[src/rtl/pc_gen_pkg.sv]
// Shared types and defaults for the program-counter generator.
package pc_gen_pkg;

    typedef enum logic [1:0] {
        MODE_BR   = 2'd0,
        MODE_JAL  = 2'd1,
        MODE_JALR = 2'd2,
        MODE_TRAP = 2'd3
    } redirect_mode_e;

    typedef enum logic [1:0] {
        ST_BOOT = 2'd0,
        ST_RUN  = 2'd1,
        ST_HALT = 2'd2
    } pc_state_e;

    localparam int INSTR_BYTES_DEFAULT = 4;

endpackage

[src/rtl/pc_target_calc.sv]
// Combinational redirect-target, misalignment and link-address computation.
module pc_target_calc
    import pc_gen_pkg::*;
#(
    parameter int ADDR_WIDTH  = 32,
    parameter int DATA_WIDTH  = 32,
    parameter int INSTR_BYTES = INSTR_BYTES_DEFAULT,
    parameter int ALIGN_BITS  = 2
) (
    input  redirect_mode_e          mode,
    input  logic [ADDR_WIDTH-1:0]   ex_pc,
    input  logic [DATA_WIDTH-1:0]   reg_a_in,
    input  logic [DATA_WIDTH-1:0]   imm,
    input  logic [ADDR_WIDTH-1:0]   trap_vector,
    output logic [ADDR_WIDTH-1:0]   target,
    output logic                    misaligned,
    output logic [ADDR_WIDTH-1:0]   link_addr
);

    localparam logic [ADDR_WIDTH-1:0] KEEP_MASK =
        ~ADDR_WIDTH'((64'd1 << ALIGN_BITS) - 64'd1);

    logic [ADDR_WIDTH-1:0] w_reg_a;
    logic [ADDR_WIDTH-1:0] w_imm;
    logic [ADDR_WIDTH-1:0] w_sum_ex;
    logic [ADDR_WIDTH-1:0] w_sum_reg;

    // Wider operands are truncated; narrower ones extended (imm keeps its sign).
    if (DATA_WIDTH >= ADDR_WIDTH) begin : g_trunc
        assign w_reg_a = reg_a_in[ADDR_WIDTH-1:0];
        assign w_imm   = imm[ADDR_WIDTH-1:0];
    end else begin : g_ext
        assign w_reg_a = {{(ADDR_WIDTH-DATA_WIDTH){1'b0}}, reg_a_in};
        assign w_imm   = {{(ADDR_WIDTH-DATA_WIDTH){imm[DATA_WIDTH-1]}}, imm};
    end

    assign w_sum_ex  = ex_pc + w_imm;
    assign w_sum_reg = w_reg_a + w_imm;

    always_comb begin
        target = w_sum_ex;
        case (mode)
            MODE_JALR: target = {w_sum_reg[ADDR_WIDTH-1:1], 1'b0};
            MODE_TRAP: target = trap_vector & KEEP_MASK;
            default:   target = w_sum_ex;
        endcase
    end

    assign misaligned = (mode != MODE_TRAP) && (target[ALIGN_BITS-1:0] != '0);
    assign link_addr  = ex_pc + ADDR_WIDTH'(INSTR_BYTES);

endmodule

[src/rtl/pc_gen_unit.sv]
// Registered PC generator: boot/run/halt control, redirects, stall and fetch handshake.
module pc_gen_unit
    import pc_gen_pkg::*;
#(
    parameter logic [31:0] PC_ADDR     = 32'h8000_0000,
    parameter int          ADDR_WIDTH  = 32,
    parameter int          DATA_WIDTH  = 32,
    parameter int          INSTR_BYTES = INSTR_BYTES_DEFAULT,
    parameter int          ALIGN_BITS  = 2
) (
    input  logic                    clk,
    input  logic                    reset,
    input  logic                    redirect_valid,
    input  logic [1:0]              redirect_mode,
    input  logic                    redirect_taken,
    input  logic [ADDR_WIDTH-1:0]   ex_pc,
    input  logic [DATA_WIDTH-1:0]   reg_a_in,
    input  logic [DATA_WIDTH-1:0]   imm,
    input  logic [ADDR_WIDTH-1:0]   trap_vector,
    input  logic                    stall,
    input  logic                    pc_ready,
    output logic                    pc_valid,
    output logic [ADDR_WIDTH-1:0]   pc_out,
    output logic [ADDR_WIDTH-1:0]   link_addr,
    output logic                    flush,
    output logic                    misalign
);

    pc_state_e             r_state;
    logic [ADDR_WIDTH-1:0] r_pc;
    logic                  r_flush;
    logic                  r_misalign;

    redirect_mode_e        w_mode;
    logic [ADDR_WIDTH-1:0] w_target;
    logic                  w_misaligned;
    logic                  w_eff;

    assign w_mode = redirect_mode_e'(redirect_mode);

    pc_target_calc #(
        .ADDR_WIDTH  (ADDR_WIDTH),
        .DATA_WIDTH  (DATA_WIDTH),
        .INSTR_BYTES (INSTR_BYTES),
        .ALIGN_BITS  (ALIGN_BITS)
    ) u_target_calc (
        .mode        (w_mode),
        .ex_pc       (ex_pc),
        .reg_a_in    (reg_a_in),
        .imm         (imm),
        .trap_vector (trap_vector),
        .target      (w_target),
        .misaligned  (w_misaligned),
        .link_addr   (link_addr)
    );

    // A not-taken branch is indistinguishable from no redirect at all.
    assign w_eff = redirect_valid && ((w_mode != MODE_BR) || redirect_taken);

    always_ff @(posedge clk or negedge reset) begin
        if (!reset) begin
            r_state    <= ST_BOOT;
            r_pc       <= ADDR_WIDTH'(PC_ADDR);
            r_flush    <= 1'b0;
            r_misalign <= 1'b0;
        end else begin
            r_flush    <= 1'b0;
            r_misalign <= 1'b0;
            if (w_eff && (w_mode == MODE_TRAP)) begin
                r_pc    <= w_target;
                r_flush <= 1'b1;
                r_state <= ST_RUN;
            end else if (w_eff && (r_state != ST_HALT)) begin
                r_flush <= 1'b1;
                if (w_misaligned) begin
                    r_misalign <= 1'b1;
                    r_state    <= ST_HALT;
                end else begin
                    r_pc    <= w_target;
                    r_state <= ST_RUN;
                end
            end else if (r_state == ST_BOOT) begin
                r_state <= ST_RUN;
            end else if ((r_state == ST_RUN) && !stall && pc_ready) begin
                r_pc <= r_pc + ADDR_WIDTH'(INSTR_BYTES);
            end
        end
    end

    assign pc_valid = (r_state == ST_RUN) && !stall;
    assign pc_out   = r_pc;
    assign flush    = r_flush;
    assign misalign = r_misalign;

endmodule

[config.mk]
export PLATFORM = sky130hd
export DESIGN_NAME = pc_gen_unit
export DESIGN_NICKNAME = d
export VERILOG_FILES = /design/src/rtl/pc_gen_pkg.sv /design/src/rtl/pc_target_calc.sv /design/src/rtl/pc_gen_unit.sv
export SDC_FILE = /design/constraint.sdc
export NUM_CORES = 1
export LEC_CHECK = 0
export BUFFER_PORTS_ARGS = -buffer_cell sky130_fd_sc_hd__buf_2
export CORE_MARGIN = 8
export CORE_UTILIZATION = 44
export DETAILED_ROUTE_END_ITERATION = 12
export PLACE_DENSITY = 0.7
export SKIP_CTS_REPAIR_TIMING = 1
export SKIP_LAST_GASP = 1
export SYNTH_ARGS = -nofsm -noshare
export SYNTH_HDL_FRONTEND = slang
export SYNTH_SLANG_ARGS = --single-unit
[constraint.sdc]
create_clock -name clk -period 3.35 [get_ports clk]
set_clock_uncertainty 0.2 [all_clocks]
set_input_delay 0.5025 -clock clk [delete_from_list [all_inputs] [get_ports clk]]
set_output_delay 0.5025 -clock clk [all_outputs]
set_load 0.01 [all_outputs]
==> flow_metrics.tcl, run 1 <==
set metrics [dict create \
    dieHeight_um 136 \
    seq_area_frac_synth_pct 14.2 \
    netlist_area_um2 6350 \
    crit_type "primary input to flop" \
    final_nets 1300 \
    rsz0062_at_grt "yes" \
    p_leak_nw 3.67 \
    critPathArrivalTime_ps 3140 \
    ant_nets 0 \
    crit_required_ps 3320 \
    antenna_found_initial 0 \
    cts_root_buf "clkbuf_16" \
    worstMarginPinSlew_ps 833 \
    path_cells "buf_2 -> ha_1 -> fa_1 -> a21o_1 -> o2bb2ai_1 -> o211ai_1 -> buf_4 -> a31oi_1 -> a41o_1 -> o21a_1 -> o21ai_0 -> mux2i_1 -> a311o_1" \
    intPower_w 0.00164 \
    crit_buf_inv 2 \
    core_area_um2 14300 \
    die_x_um 136 \
    yosysMostFrequentCell "a21oi_1" \
    synth_cell_types 71 \
    worst_slack_ps 181 \
    grt_pass1_wl_um 36200 \
    areaGrowthSynthToFinish_pct 24.9 \
    cts_made_buffers 5 \
    r2r_cells 8 \
    post-dp-hpwl_um 19000 \
    p_sw_share_pct 45.7 \
    r2r-start "pc_out[11]" \
    critPathMaxStageDelay_ps 390 \
    ys_top_cells_by_count "a21oi_1, nand2_1, o21ai_0" \
    crit_family "compound AO/OA/AOI/OAI gates" \
    grt_util_all_layers_pct 23.9 \
    finalMaxSlewViolations 0 \
    n_antenna_cell 0 \
    clk_latency_ps 280 \
    tns_ps 0 \
    avgSynthCellArea_um2 7.16 \
    crit_end "pc_out[30]" \
    drive_above_1_share_pct 25.6 \
    cp-startpoint "ex_pc[0]" \
    finalSetupViolCount 0 \
    synthCells 886 \
    first_global_vias 7210 \
    syn_nets 1087 \
    max_freq_mhz 316 \
    outcome "finished clean" \
    start_util_pct 44.3 \
    switching_power_w 0.00138 \
    wl_per_cell_um 17.9 \
    sequentialPowerShare_pct 26.7 \
    synth_top_cells_by_area "dfrtp_1, ha_1, xnor2_1, a21oi_1, nand2_1" \
    synth-async-reset-ratio_pct 100 \
    drtIter0Drc 651 \
    synth_seq_cells 36 \
    synth_warnings 0 \
    path_clk_slew_ps 60 \
    cts_tree "built" \
    multi_input_area_um2 5200 \
    crit_cells 13 \
    synthFlopType "dfrtp_1" \
    final_cells 1284 \
    r2r_setup_slack_ps 430 \
    p_per_area_nw_per_um2 381 \
    synth_top_area_cell "dfrtp_1" \
    clock_sinks 36 \
    place_congestion 0.921 \
    portBuffers 200 \
    yosysTopAreaCellShare_pct 13.8 \
    routed_wl_um 23000 \
    drc 0 \
    slowest_stage "fa_1" \
    cp-end-kind "flop" \
    num_rows 44 \
    fillers 1475 \
    cts_buffer_depth 2 \
    grt_max_degree 41 \
    combPwrFrac_pct 57.8 \
    cp-start-kind "primary input" \
    place_ws_ps -175 \
    ir_drop_uv 201 \
    place_inst 1275 \
    num_io_pins 203 \
    drv_cap 0 \
    grt-ovfl-total 0 \
    fin_crit_ps 3170 \
    cts_max_level 2 \
    regArea_um2 902 \
    synth_edf_count 0 \
    dr_total_vias 7583 \
    viasPerCell 5.91 \
    post-route-period-util_pct 94.6 \
    relSlewSlack_pct 44.5 \
    r2r-end "pc_out[31]" \
    dieArea_um2 18500 \
    hold_viol 0 \
    worst-path-max-fanout 3 \
    min_path_type "primary input to asynchronous set/reset pin" \
    firstDrtPassIters 6 \
    clockPowerShare_pct 15.5 \
]
## through the flow
stage | hold WS, ps | power [W] | utilization (%) | area, um^2
final | 121 | 0.00302 | 55.4 | 7930
after global routing | 180 | 0.00326 | 55.4 | 7930
after CTS | 151 | 0.00301 | 55.2 | 7910
after detailed placement | 290 | 0.00253 | 54.2 | 7760
after global placement | 278 | 0.00250 | 54.2 | 7760
after floorplan | 6.91 | 0.00185 | - | 6350
## cell families (layout without fill, tap and decap cells)
logic type                 Yosys count  after routing  synth area share (%)
adders and majority gates           65             65                  13.0
DFF                                 36             36                  14.2
AOI/OAI and AO/OA                  320            320                  32.2
xor gates and xnor gates            77             77                  10.6
and+or+nand+nor                    316            316                  24.5
buffers and inverters               64            278                  4.16
muxes                                8              8                  1.26
## power groups by stage
stage / Sequential, W / Clock (W) / Combinational [W]
after floorplan: 0.000821 / 0 / 0.00103
after global placement: 0.000799 / 0 / 0.00170
after detailed placement: 0.000807 / 0 / 0.00172
after CTS: 0.000801 / 0.000476 / 0.00173
after global routing: 0.000841 / 0.000493 / 0.00193
final: 0.000808 / 0.000467 / 0.00175
## layout make-up
| type | instances | share of cell area [%] |
|---|---|---|
| clock buffers | 6 | 1.75 |
| multi-input cells | 786 | 65.5 |
| clock inverters | 2 | 0.126 |
| well taps | 184 | 2.90 |
| repair buffers | 250 | 17.4 |
| inverters | 20 | 0.947 |
| flip-flops and latches | 36 | 11.4 |
## layer usage
metal / up-vias / track usage [%] / wire length, um
met2: 294 / 38.5 / 10400
li1: 3750 / - / -
met5: - / 0 / 0
met1: 3513 / 32.4 / 10500
met4: 0 / 5.37 / 418
met3: 26 / 4.29 / 1640
## worst register-to-register path, delay by kind of cell, from the launching register on
kind / cells / cell delay (ps)
flops: 1 / 470
compound gates: 3 / 510
simple gates: 5 / 1680
## cells in the final DEF (no fill, tap or decap), types with 12 or more instances in the layout
| cell type | count |
|---|---|
| xnor2_1 | 59 |
| dfrtp_1 | 35 |
| nand4_1 | 20 |
| buf_2 | 200 |
| a21o_1 | 23 |
| nor2_1 | 58 |
| ha_1 | 63 |
| buf_4 | 50 |
| nand2_1 | 95 |
| xor2_1 | 18 |
| o211ai_1 | 20 |
| o21ai_0 | 70 |
| and3_1 | 19 |
| a21oi_1 | 102 |
| a31oi_1 | 18 |
| inv_1 | 19 |
| nor3_1 | 12 |
| nand3_1 | 47 |
## worst min-delay path by stage
stage | start | end | slack (ps) | cells after the start
floorplan | reset | flush | 7 | 0
global placement | pc_out[0] | pc_out[0] | 280 | 1
detailed placement | pc_out[0] | pc_out[0] | 290 | 1
CTS | reset | flush | 150 | 1
global route | reset | pc_out[6] | 180 | 1
finish | reset | pc_out[6] | 120 | 1
## state kept, by name, indices dropped and copies added, names as in the netlist
register and count:
pc_out 32, misalign 1, r_state 2, flush 1
Note: power is estimated with default switching activity, not from simulation.
==> run 2: changes to the inputs <==
--- a/config.mk
+++ b/config.mk
@@ -7,9 +7,9 @@
 export LEC_CHECK = 0
 export BUFFER_PORTS_ARGS = -buffer_cell sky130_fd_sc_hd__buf_2
 export CORE_MARGIN = 8
-export CORE_UTILIZATION = 44
+export CORE_UTILIZATION = 43
 export DETAILED_ROUTE_END_ITERATION = 12
-export PLACE_DENSITY = 0.7
+export PLACE_DENSITY = 0.68
 export SKIP_CTS_REPAIR_TIMING = 1
 export SKIP_LAST_GASP = 1
 export SYNTH_ARGS = -nofsm -noshare
==> constraint.sdc (replaced) <==
create_clock -name clk -period 3.6 [get_ports clk]
set_clock_uncertainty 0.2 [all_clocks]
set_input_delay 0.54 -clock clk [delete_from_list [all_inputs] [get_ports clk]]
set_output_delay 0.54 -clock clk [all_outputs]
set_load 0.01 [all_outputs]
==> flow_metrics.tcl, run 2 (same netlist as run 1, synthesis figures left out) <==
set metrics [dict create \
    worstMarginPinSlew_ps 828 \
    r2r_cells 8 \
    areaGrowthSynthToFinish_pct 21.9 \
    dieArea_um2 18900 \
    cp-end-kind "primary output" \
    drv_cap 0 \
    wl_per_cell_um 17.7 \
    max_freq_mhz 301 \
    routed_wl_um 22300 \
    fin_crit_ps 3320 \
    r2r_setup_slack_ps 700 \
    viasPerCell 5.84 \
    post-route-cell-area_um2 7740 \
    crit_required_ps 2860 \
    crit_top_cell "and3_1" \
    crit_end "link_addr[27]" \
    path_clk_slew_ps 60 \
    grt-ovfl-total 0 \
    cts_max_level 2 \
    cp-start-kind "primary input" \
    crit_family "simple AND/OR/NAND/NOR gates" \
    num_io_pins 203 \
    largest_reg_flops 32 \
    first_global_vias 6837 \
    portBuffers 200 \
    cts_buffer_depth 2 \
    cp-startpoint "ex_pc[10]" \
    p_leak_nw 3.56 \
    cts_tree "built" \
    finalSetupViolCount 0 \
    place_area_um2 7580 \
    drtIter0Drc 630 \
    post-route-period-util_pct 92.2 \
    hold_viol 0 \
    grt_util_all_layers_pct 23.1 \
    die_x_um 137 \
    post-dp-hpwl_um 18400 \
    worst-path-max-fanout 5 \
    clk_latency_ps 280 \
    ant_nets 0 \
    num_rows 44 \
    critPathArrivalTime_ps 2580 \
    crit_buf_inv 2 \
    fin_util_pct 53.4 \
    place_congestion 0.941 \
    firstDrtPassIters 6 \
    ir_drop_uv 220 \
    grt_pass1_wl_um 35300 \
    outcome "finished clean" \
    cts_root_buf "clkbuf_16" \
    critPathMaxStageDelay_ps 250 \
    drc 0 \
    rsz0062_at_grt "no" \
    final_nets 1276 \
    start_util_pct 43.8 \
    r2r-start "pc_out[7]" \
    drive_above_1_share_pct 23.5 \
    crit_type "primary input to primary output" \
    crit_cells 11 \
    p_per_area_nw_per_um2 358 \
    tns_ps 0 \
    dr_total_vias 7362 \
    antenna_found_initial 1 \
    clock_sinks 36 \
    final_common_cell "buf_2" \
    relSlewSlack_pct 44.8 \
    finalMaxSlewViolations 0 \
    cts_made_buffers 5 \
    dieHeight_um 137 \
    core_area_um2 14500 \
    slowest_stage "and4_1" \
    grt_max_degree 40 \
    path_cells "buf_2 -> and4_1 -> and3_1 -> and2_1 -> and3_1 -> and3_1 -> and3_1 -> nand3_1 -> nor2_1 -> xor2_1 -> buf_2" \
    most-common-layout-cells "buf_2, a21oi_1, nand2_1, o21ai_0, ha_1" \
    min_path_type "primary input to asynchronous set/reset pin" \
    r2r-end "pc_out[31]" \
]
run 2: cell count changes in the layout (fill, tap and decap cells not counted):
cell / previous run / this run
nand3_1: 47 / 48
and3_2: 1 / 0
and3_1: 19 / 21
buf_4: 50 / 26
diode_2: 0 / 1
and3_4: 1 / 0
nor2_1: 58 / 60
nor2_2: 3 / 1
nand3_2: 1 / 0
run 2: through the flow:
stage | hold WS [ps] | power, W | instances | setup WS (ps)
2_1_floorplan | 44.4 | 0.00172 | 886 | 467
3_3_place_gp | 274 | 0.00230 | 1252 | 26.2
3_5_place_dp | 283 | 0.00231 | 1252 | 44.6
4_1_cts | 190 | 0.00276 | 1260 | 266
5_1_grt | 233 | 0.00299 | 1261 | 16.9
6_report | 156 | 0.00277 | 1261 | 282
run 2: power by group:
group          switching (W)  internal, W  total (W)  leakage (nW)
registers           0.000194     0.000553   0.000747         0.424
clock network       0.000165     0.000273   0.000437        0.0766
logic               0.000908     0.000679    0.00159          3.06
run 2: cell type report:
| class | count | area, um^2 |
|---|---|---|
| Fill cell | 1489 | 6740 |
| Multi-Input combinational cell | 786 | 5180 |
| Timing Repair Buffer | 226 | 1200 |
| Sequential cell | 36 | 902 |
| Tap cell | 184 | 230 |
| Clock buffer | 6 | 139 |
| Inverter | 20 | 75.1 |
| Clock inverter | 2 | 10.0 |
| Antenna cell | 1 | 2.50 |
run 2: metal layers:
metal / global-route usage [%] / part of all wire [%] / vias up
li1: - / - / 3698
met1: 33.5 / 47 / 3336
met2: 35.0 / 44 / 296
met3: 2.95 / 7.3 / 32
met4: 5.67 / 1.8 / 0
met5: 0 / 0 / -
run 2: worst min-delay path by stage:
stage	start	endpoint	slack, ps	cells after the start
after floorplan	reset	flush	40	0
after global placement	pc_out[0]	pc_out[0]	270	1
after detailed placement	pc_out[0]	pc_out[0]	280	1
after CTS	reset	flush	190	1
after global routing	reset	pc_out[4]	230	1
final	reset	pc_out[4]	160	1
